**src/rtl/cp0_interrupt_ctrl_if.sv**
```systemverilog
// cp0_interrupt_ctrl_if: pipeline <-> CP0 interrupt controller bundle
// master: pipeline side (drives irq/CP0 access/eret/resume/int_safe)
// slave:  controller side (drives cp0_rdata, int_req/take/vector, epc, int_busy)
interface cp0_interrupt_ctrl_if;
    logic [2:0]  irq_in;
    logic [4:0]  cp0_rd;
    logic        mtc0_we;
    logic [31:0] cp0_wdata;
    logic [31:0] cp0_rdata;
    logic        eret_i;
    logic [31:0] resume_pc;
    logic        int_safe;
    logic        int_req;
    logic        int_take;
    logic [31:0] int_vector;
    logic [31:0] epc;
    logic        int_busy;
    modport master (
        output irq_in, cp0_rd, mtc0_we, cp0_wdata, eret_i, resume_pc, int_safe,
        input  cp0_rdata, int_req, int_take, int_vector, epc, int_busy
    );
    modport slave (
        input  irq_in, cp0_rd, mtc0_we, cp0_wdata, eret_i, resume_pc, int_safe,
        output cp0_rdata, int_req, int_take, int_vector, epc, int_busy
    );
endinterface

```
**src/rtl/cp0_interrupt_ctrl.sv**
```systemverilog
// cp0_interrupt_ctrl: CP0 interrupt latch, fixed-priority arbiter and entry sequencer
// clk, rst_n: pipeline clock, asynchronous active-low reset
// bus (slave): irq levels, mtc0/mfc0 access, eret, resume pc, int_safe in;
//              cp0_rdata, int_req, int_take, int_vector, epc, int_busy out
module cp0_interrupt_ctrl #(
    parameter logic [31:0] VEC2 = 32'h0000_0400,
    parameter logic [31:0] VEC1 = 32'h0000_0600,
    parameter logic [31:0] VEC0 = 32'h0000_0800
) (
    input logic clk,
    input logic rst_n,
    cp0_interrupt_ctrl_if.slave bus
);
    typedef enum logic [1:0] {IDLE, WAIT, ISR} state_t;
    state_t state_q, state_d;
    logic [2:0]  irq_prev_q, pending_q, pending_d, mask_q, mask_d, rise, eligible;
    logic [1:0]  winner_q, winner_d;
    logic        dis_q, dis_d, take;
    logic [31:0] epc_q, epc_d;
    assign rise     = bus.irq_in & ~irq_prev_q;
    assign eligible = pending_q & mask_q;
    assign take     = (state_q == WAIT) & bus.int_safe;
    assign bus.int_req    = state_q == WAIT;
    assign bus.int_take   = take;
    assign bus.int_busy   = state_q == ISR;
    assign bus.epc        = epc_q;
    assign bus.int_vector = winner_q == 2'd2 ? VEC2 : winner_q == 2'd1 ? VEC1 : VEC0;
    always_comb begin
        cp0_rdata_mux: begin
            bus.cp0_rdata = bus.cp0_rd == 5'h16 ? {31'b0, dis_q} :
                            bus.cp0_rd == 5'h17 ? {29'b0, mask_q} :
                            bus.cp0_rd == 5'h0e ? epc_q :
                            bus.cp0_rd == 5'h0d ? {29'b0, pending_q} : 32'b0;
        end
    end
    always_comb begin
        // a fresh rise on the winner in the entry cycle survives the clear
        pending_d = (pending_q & ~(take ? 3'b001 << winner_q : 3'b000)) | rise;
        mask_d    = bus.mtc0_we && bus.cp0_rd == 5'h17 ? bus.cp0_wdata[2:0] : mask_q;
        epc_d     = take ? bus.resume_pc :
                    bus.mtc0_we && bus.cp0_rd == 5'h0e ? bus.cp0_wdata : epc_q;
        dis_d     = take ? 1'b1 : bus.eret_i ? 1'b0 :
                    bus.mtc0_we && bus.cp0_rd == 5'h16 ? bus.cp0_wdata[0] : dis_q;
        winner_d  = winner_q;
        state_d   = state_q;
        case (state_q)
            IDLE: if (|eligible && !dis_q) begin
                state_d  = WAIT;
                winner_d = eligible[2] ? 2'd2 : eligible[1] ? 2'd1 : 2'd0;
            end
            WAIT: state_d = bus.int_safe ? ISR : WAIT;
            ISR:  state_d = bus.eret_i ? IDLE : ISR;
            default: state_d = IDLE;
        endcase
    end
    always_ff @(posedge clk or negedge rst_n) begin
        if (!rst_n) begin
            state_q    <= IDLE;
            irq_prev_q <= 3'b000;
            pending_q  <= 3'b000;
            mask_q     <= 3'b000;
            winner_q   <= 2'd0;
            dis_q      <= 1'b0;
            epc_q      <= 32'b0;
        end else begin
            state_q    <= state_d;
            irq_prev_q <= bus.irq_in;
            pending_q  <= pending_d;
            mask_q     <= mask_d;
            winner_q   <= winner_d;
            dis_q      <= dis_d;
            epc_q      <= epc_d;
        end
    end
endmodule

```
**src/flat_wrapper.sv**
```systemverilog
// flat-port wrapper written by rule: the top's interface ports become plain ports
module cp0_interrupt_ctrl_flat 
#(
    parameter logic [31:0] VEC2 = 32'h0000_0400,
    parameter logic [31:0] VEC1 = 32'h0000_0600,
    parameter logic [31:0] VEC0 = 32'h0000_0800
)
  (clk, rst_n, bus_irq_in, bus_cp0_rd, bus_mtc0_we, bus_cp0_wdata, bus_eret_i, bus_resume_pc, bus_int_safe, bus_cp0_rdata, bus_int_req, bus_int_take, bus_int_vector, bus_epc, bus_int_busy);
  cp0_interrupt_ctrl_if bus_i ();
  input logic clk;
  input logic rst_n;
  input wire logic [$bits(bus_i.irq_in)-1:0] bus_irq_in;
  input wire logic [$bits(bus_i.cp0_rd)-1:0] bus_cp0_rd;
  input wire logic [$bits(bus_i.mtc0_we)-1:0] bus_mtc0_we;
  input wire logic [$bits(bus_i.cp0_wdata)-1:0] bus_cp0_wdata;
  input wire logic [$bits(bus_i.eret_i)-1:0] bus_eret_i;
  input wire logic [$bits(bus_i.resume_pc)-1:0] bus_resume_pc;
  input wire logic [$bits(bus_i.int_safe)-1:0] bus_int_safe;
  output wire logic [$bits(bus_i.cp0_rdata)-1:0] bus_cp0_rdata;
  output wire logic [$bits(bus_i.int_req)-1:0] bus_int_req;
  output wire logic [$bits(bus_i.int_take)-1:0] bus_int_take;
  output wire logic [$bits(bus_i.int_vector)-1:0] bus_int_vector;
  output wire logic [$bits(bus_i.epc)-1:0] bus_epc;
  output wire logic [$bits(bus_i.int_busy)-1:0] bus_int_busy;
  assign bus_i.irq_in = bus_irq_in;
  assign bus_i.cp0_rd = bus_cp0_rd;
  assign bus_i.mtc0_we = bus_mtc0_we;
  assign bus_i.cp0_wdata = bus_cp0_wdata;
  assign bus_i.eret_i = bus_eret_i;
  assign bus_i.resume_pc = bus_resume_pc;
  assign bus_i.int_safe = bus_int_safe;
  assign bus_cp0_rdata = bus_i.cp0_rdata;
  assign bus_int_req = bus_i.int_req;
  assign bus_int_take = bus_i.int_take;
  assign bus_int_vector = bus_i.int_vector;
  assign bus_epc = bus_i.epc;
  assign bus_int_busy = bus_i.int_busy;
  cp0_interrupt_ctrl #(.VEC2(VEC2), .VEC1(VEC1), .VEC0(VEC0)) u_core (.clk(clk), .rst_n(rst_n), .bus(bus_i));
endmodule
```
**config.mk**
```make
export PLATFORM = sky130hd
export DESIGN_NAME = cp0_interrupt_ctrl_flat
export DESIGN_NICKNAME = d
export VERILOG_FILES = /design/src/rtl/cp0_interrupt_ctrl_if.sv /design/src/rtl/cp0_interrupt_ctrl.sv /design/src/flat_wrapper.sv
export SDC_FILE = /design/constraint.sdc
export NUM_CORES = 1
export LEC_CHECK = 0
export ABC_CLOCK_PERIOD_IN_PS = 2900
export BUFFER_PORTS_ARGS = -buffer_cell sky130_fd_sc_hd__buf_2
export CAP_MARGIN = 20
export CORE_UTILIZATION = 40
export CTS_CLUSTER_SIZE = 12
export DETAILED_ROUTE_END_ITERATION = 16
export GPL_ROUTABILITY_DRIVEN = 0
export PLACE_DENSITY = 0.76
export SYNTH_ARGS = -nofsm -noshare
export SYNTH_HDL_FRONTEND = slang
export SYNTH_SLANG_ARGS = --single-unit
export TNS_END_PERCENT = 20
```
**constraint.sdc**
```tcl
create_clock -name clk -period 2.9 [get_ports clk]
set_input_delay 0.58 -clock clk [delete_from_list [all_inputs] [get_ports clk]]
set_output_delay 0.58 -clock clk [all_outputs]
set_load 0.05 [all_outputs]
```
# After elaboration in Yosys (flattened, before gate mapping)
# Cells that the tools add are included.
# op_classes
n_eq_ne,9
n_shift,1
n_mux,18
bitwise,7
n_reduce_logical,10
# op_table
operator,n
two-way mux 32 bit,6
two-way mux 12 bit,1
== test 5 x 4 -> 1 bit (second input constant),2
== test 5 bit (second input constant),2
AND 3 bit,3
two-way mux 2 bit,4
two-way mux 3 bit,2
NOT 3 bit,2
case mux 2 bit (3 select lines),1
== test 2 x 1 -> 1 bit (second input constant),2
== test 2 bit (second input constant),2
logical AND 1 bit,4
two-way mux 1 bit,4
bitwise OR 3 bit,1
nonzero test 3 bit,1
OR reduction 3 bit,1
<< shifter 1 x 2 -> 3 bit (first input constant),1
logical NOT 2 bit,1
!= test 2 x 1 -> 1 bit (second input constant),1
AND reduction 2 bit,1
nonzero test 2 bit,1
AND 1 bit,1
logical NOT 1 bit,1
# totals
register_bits,46
in_bits,77
out_inout_bits,99
elab_cells,52

# Depth between registers and ports, before layout
# logic_depth
word_depth,6
ltp_mapped,6
ltp_nobuf,4

# Least setup slack after synthesis
# Ideal clock, no wire load.
# synth_timing
kind,input-to-output
start,in bus_cp0_rd[4]
end,out bus_cp0_rdata[11]
arrival_time_ps,1573
required_ps,2320
path_slack_ps,747
path_stages,4
path_buffers,1
cell_sequence,nand3b_4 > nor2_1 > clkbuf_1 > and2_1
# synth_between
elab_chain_len,4
word_cells_on_any_way,6
classes_between,3 x eq/ne; 3 x mux
# synth_lines
item,line,rtl
"start, declared",flat_wrapper.sv:13,input wire logic [$bits(bus_i.cp0_rd)-1:0] bus_cp0_rd;
== test 5 x 4 -> 1 bit,cp0_interrupt_ctrl.sv:32,bus.cp0_rd == 5'h0e ? epc_q :
two-way mux 32 bit,cp0_interrupt_ctrl.sv:32,
two-way mux 32 bit,cp0_interrupt_ctrl.sv:31,"bus.cp0_rd == 5'h17 ? {29'b0, mask_q} :"
two-way mux 32 bit *,cp0_interrupt_ctrl.sv:30,"bus.cp0_rdata = bus.cp0_rd == 5'h16 ? {31'b0, dis_q} :"
"end, declared",flat_wrapper.sv:19,output wire logic [$bits(bus_i.cp0_rdata)-1:0] bus_cp0_rdata;
# Every way passes the cells marked *; elsewhere a longest branch is shown, timed or not.

# Worst setup path after layout
# layout_timing
start,in bus_cp0_rd[4]
end,out bus_cp0_rdata[2]
# layout_between
elab_chain_len,5
word_cells_on_any_way,8
classes_between,4 x eq/ne; 4 x mux
# layout_lines
item,line,rtl
== test 5 x 4 -> 1 bit,cp0_interrupt_ctrl.sv:33,"bus.cp0_rd == 5'h0d ? {29'b0, pending_q} : 32'b0;"
two-way mux 3 bit,cp0_interrupt_ctrl.sv:33,
two-way mux 32 bit,cp0_interrupt_ctrl.sv:32,
two-way mux 32 bit,cp0_interrupt_ctrl.sv:31,
two-way mux 32 bit *,cp0_interrupt_ctrl.sv:30,
# Marks and branches as above.

==> metrics.cfg <==
[detailed_routing]
num_vias=2765
drt_iter0_markers=105
wire_per_inst_um=13.9
wl_um=7460
first_pass_iters=4
ant_nets=0
viasPerCell=5.16
drc=0

[yosys]
synth_ff_type=dfrtp_1
synth_cell_types=36
syn_area_per_cell_um2=8.77
synth_edf_count=0
synth_area_um2=2790
syn_inst=318
netlist.area_leader.share_pct=41.3
synth_largest_area_cell=dfrtp_1
synth_common_cells=dfrtp_1 (46), buf_4 (35), nor2_1 (34)
ys_seq_elements=46
synth-seq-area-share_pct=41.3
synthArstFlopShare_pct=100
synth.area.top_cells=dfrtp_1 (41%), buf_4 (9.4%), a31oi_1 (7.2%)
yosysWarnings=0
synth_most_common_cell=dfrtp_1

[clocking]
tritoncts=built
cts_setup_buffers=0
clock_latency_ps=300
cts_buffers=5
cts_max_level=2
clock_sinks=46
clockBufferDepth=2
clk_pin_slew_ps=90
cts-root-buf=clkbuf_8
cts_resized=0
cts_hold_buf=0

[sta]
setup_viol=0
slew_viol_final=0
setup_tns_ps=0
rsz0062_at_grt=no
relSlewSlack_pct=61.6
max_slew.worst_pin.slew_ps=577
finClkSkew_ps=7.28
fmax_ghz=0.387
min_period_ps=2580
timing.hold.ws_ps=110
fin_crit_sh_pct=89.0
hold_viol_final=0

[hold_path]
hold_class=in -> async

[outcome]
outcome=finished, final reports clean

[power]
vdd_drop_max_mv=0.533
p_total_mw=3.62
p_leak_nw=1.85
p_per_area_nw_per_um2=1020

[critical_path]
critPathTopFamily=simple AND/OR/NAND/NOR gates
cp-end-kind=output port
crit_path_max_incr_delay_ps=520
cp-start-kind=input pin
worstPathArrival_ps=2000
crit_buf_inv=2
cpMostUsedCell=buf_2
critPathMaxFanout=17
crit_chain=buf_2, nand3b_4, nor3b_1, a221o_1, buf_2
worstSetupPathType=in -> out
critPathRequiredTime_ps=2320
slowest_stage=nor3b_1

[floorplanning]
initial_utilization_pct=41.3
die_x_um=85.5
die_y_um=85.5
ios=176
core_area_um2=6760
die-area_um2=7310
std_cell_rows=30

[global_routing]
grt_max_degree=47
antenna_found_initial=0
grtUsageTotal_pct=20.7
grt_pass1_wl_um=12000
grt_overflow=0
grt_pass1_vias=2494

[finish]
nFillCells=643
layout-drive-gt1-share_pct=37.5
antennaDiodeCount=0
nets=535
area.growth.synth_to_final_pct=27.8
seq_area_um2=1150
multi_input_area_um2=1350

[flow_run]
maxCapViolations=0

[placement]
io_buffers=146
dp_hpwl_um=5610

## per-stage QoR
step | utilization [%] | cell area (µm²) | std cells | worst slack (ps)
after floorplan | - | 2900 | 346 | 747
after global placement | 50.8 | 3430 | 527 | 352
after detailed placement | 50.8 | 3430 | 527 | 335
after CTS | 52.5 | 3540 | 535 | 329
after global routing | 52.8 | 3560 | 536 | 261
final | 52.8 | 3560 | 536 | 319
## sequential cells by signal, indices dropped and copies added (netlist names)
name and flops:
u_core.mask_q 3, u_core.irq_prev_q 3, u_core.winner_q 2, u_core.state_q 2, u_core.pending_q 3, u_core.bus.epc 32
u_core.dis_q 1
## metal layers
| layer | wire, µm | track usage, % |
|---|---|---|
| met5 | 0 | 0 |
| met4 | 127 | 5.91 |
| met3 | 484 | 3.46 |
| met2 | 3850 | 37.5 |
| met1 | 2990 | 25.2 |
## logic make-up (layout without fill, tap and decap cells)
| kind of cell | after synthesis | in the layout | share of synthesized area [%] |
|---|---|---|---|
| buffers and inverters | 63 | 173 | 14.3 |
| DFF | 46 | 46 | 41.3 |
| muxes | 5 | 5 | 1.97 |
| other | 1 | 29 | 0.134 |
| AOI/OAI and AO/OA | 101 | 101 | 20.9 |
| and+or+nand+nor | 99 | 99 | 20.2 |
| adders and majority gates | 3 | 3 | 1.35 |
## worst register-to-register path: stages (launching register included)
cell and delay (ps):
dfrtp_1 440, nand3b_1 220, inv_1 100, buf_4 330, nand2_1 100, a22o_1 190
## final timing paths
kind                               startpoint                   end  slack (ps)  depth (start not counted)
setup / recovery                bus_cp0_rd[4]      bus_cp0_rdata[2]         320                          5
hold / removal                          rst_n  u_core.irq_prev_q[1]         110                          1
setup reg to reg            u_core.state_q[1]   u_core.pending_q[0]        1410                          5
hold reg to reg            u_core.bus.epc[24]    u_core.bus.epc[24]         560                          2
max in group asynchronous               rst_n    u_core.bus.epc[23]        2340                          2
min in group clk                bus_irq_in[2]  u_core.irq_prev_q[2]         400                          1
## where the power goes
part           internal [mW]  switching, mW
sequential             0.920          0.208
clock                  0.258          0.219
combinational          0.487           1.53
total                   1.66           1.96
## cells in the final DEF, fill, tap and decap left out, drive strengths merged
cell / count
buf: 156
dfrtp: 46
nor2: 34
o21ai: 33
a31oi: 32
and2: 30
conb: 29
a21oi: 27
inv: 10
nand2: 7
nand3: 7
clkbuf: 5
nand3b: 5
mux2: 4
and3b: 3
a22o: 3
ha: 3
nand2b: 2
nor2b: 2
and4: 2
a221o: 2
nor3b: 1
and4b: 1
and2b: 1
nand4bb: 1
a221oi: 1
a211o: 1
nand4b: 1
a222oi: 1
nor4: 1
or4b: 1
mux2i: 1
a21o: 1
bufinv: 1
clkinv: 1
## area by class of cell
type                    count  area share, %
repair buffers            156           23.0
clock inverters             3           1.23
well taps                  80           2.81
inverters                   9          0.948
flip-flops and latches     46           32.3
clock buffers               5           1.93
multi-input cells         237           37.8
Note: power is estimated with default switching activity, not from simulation.
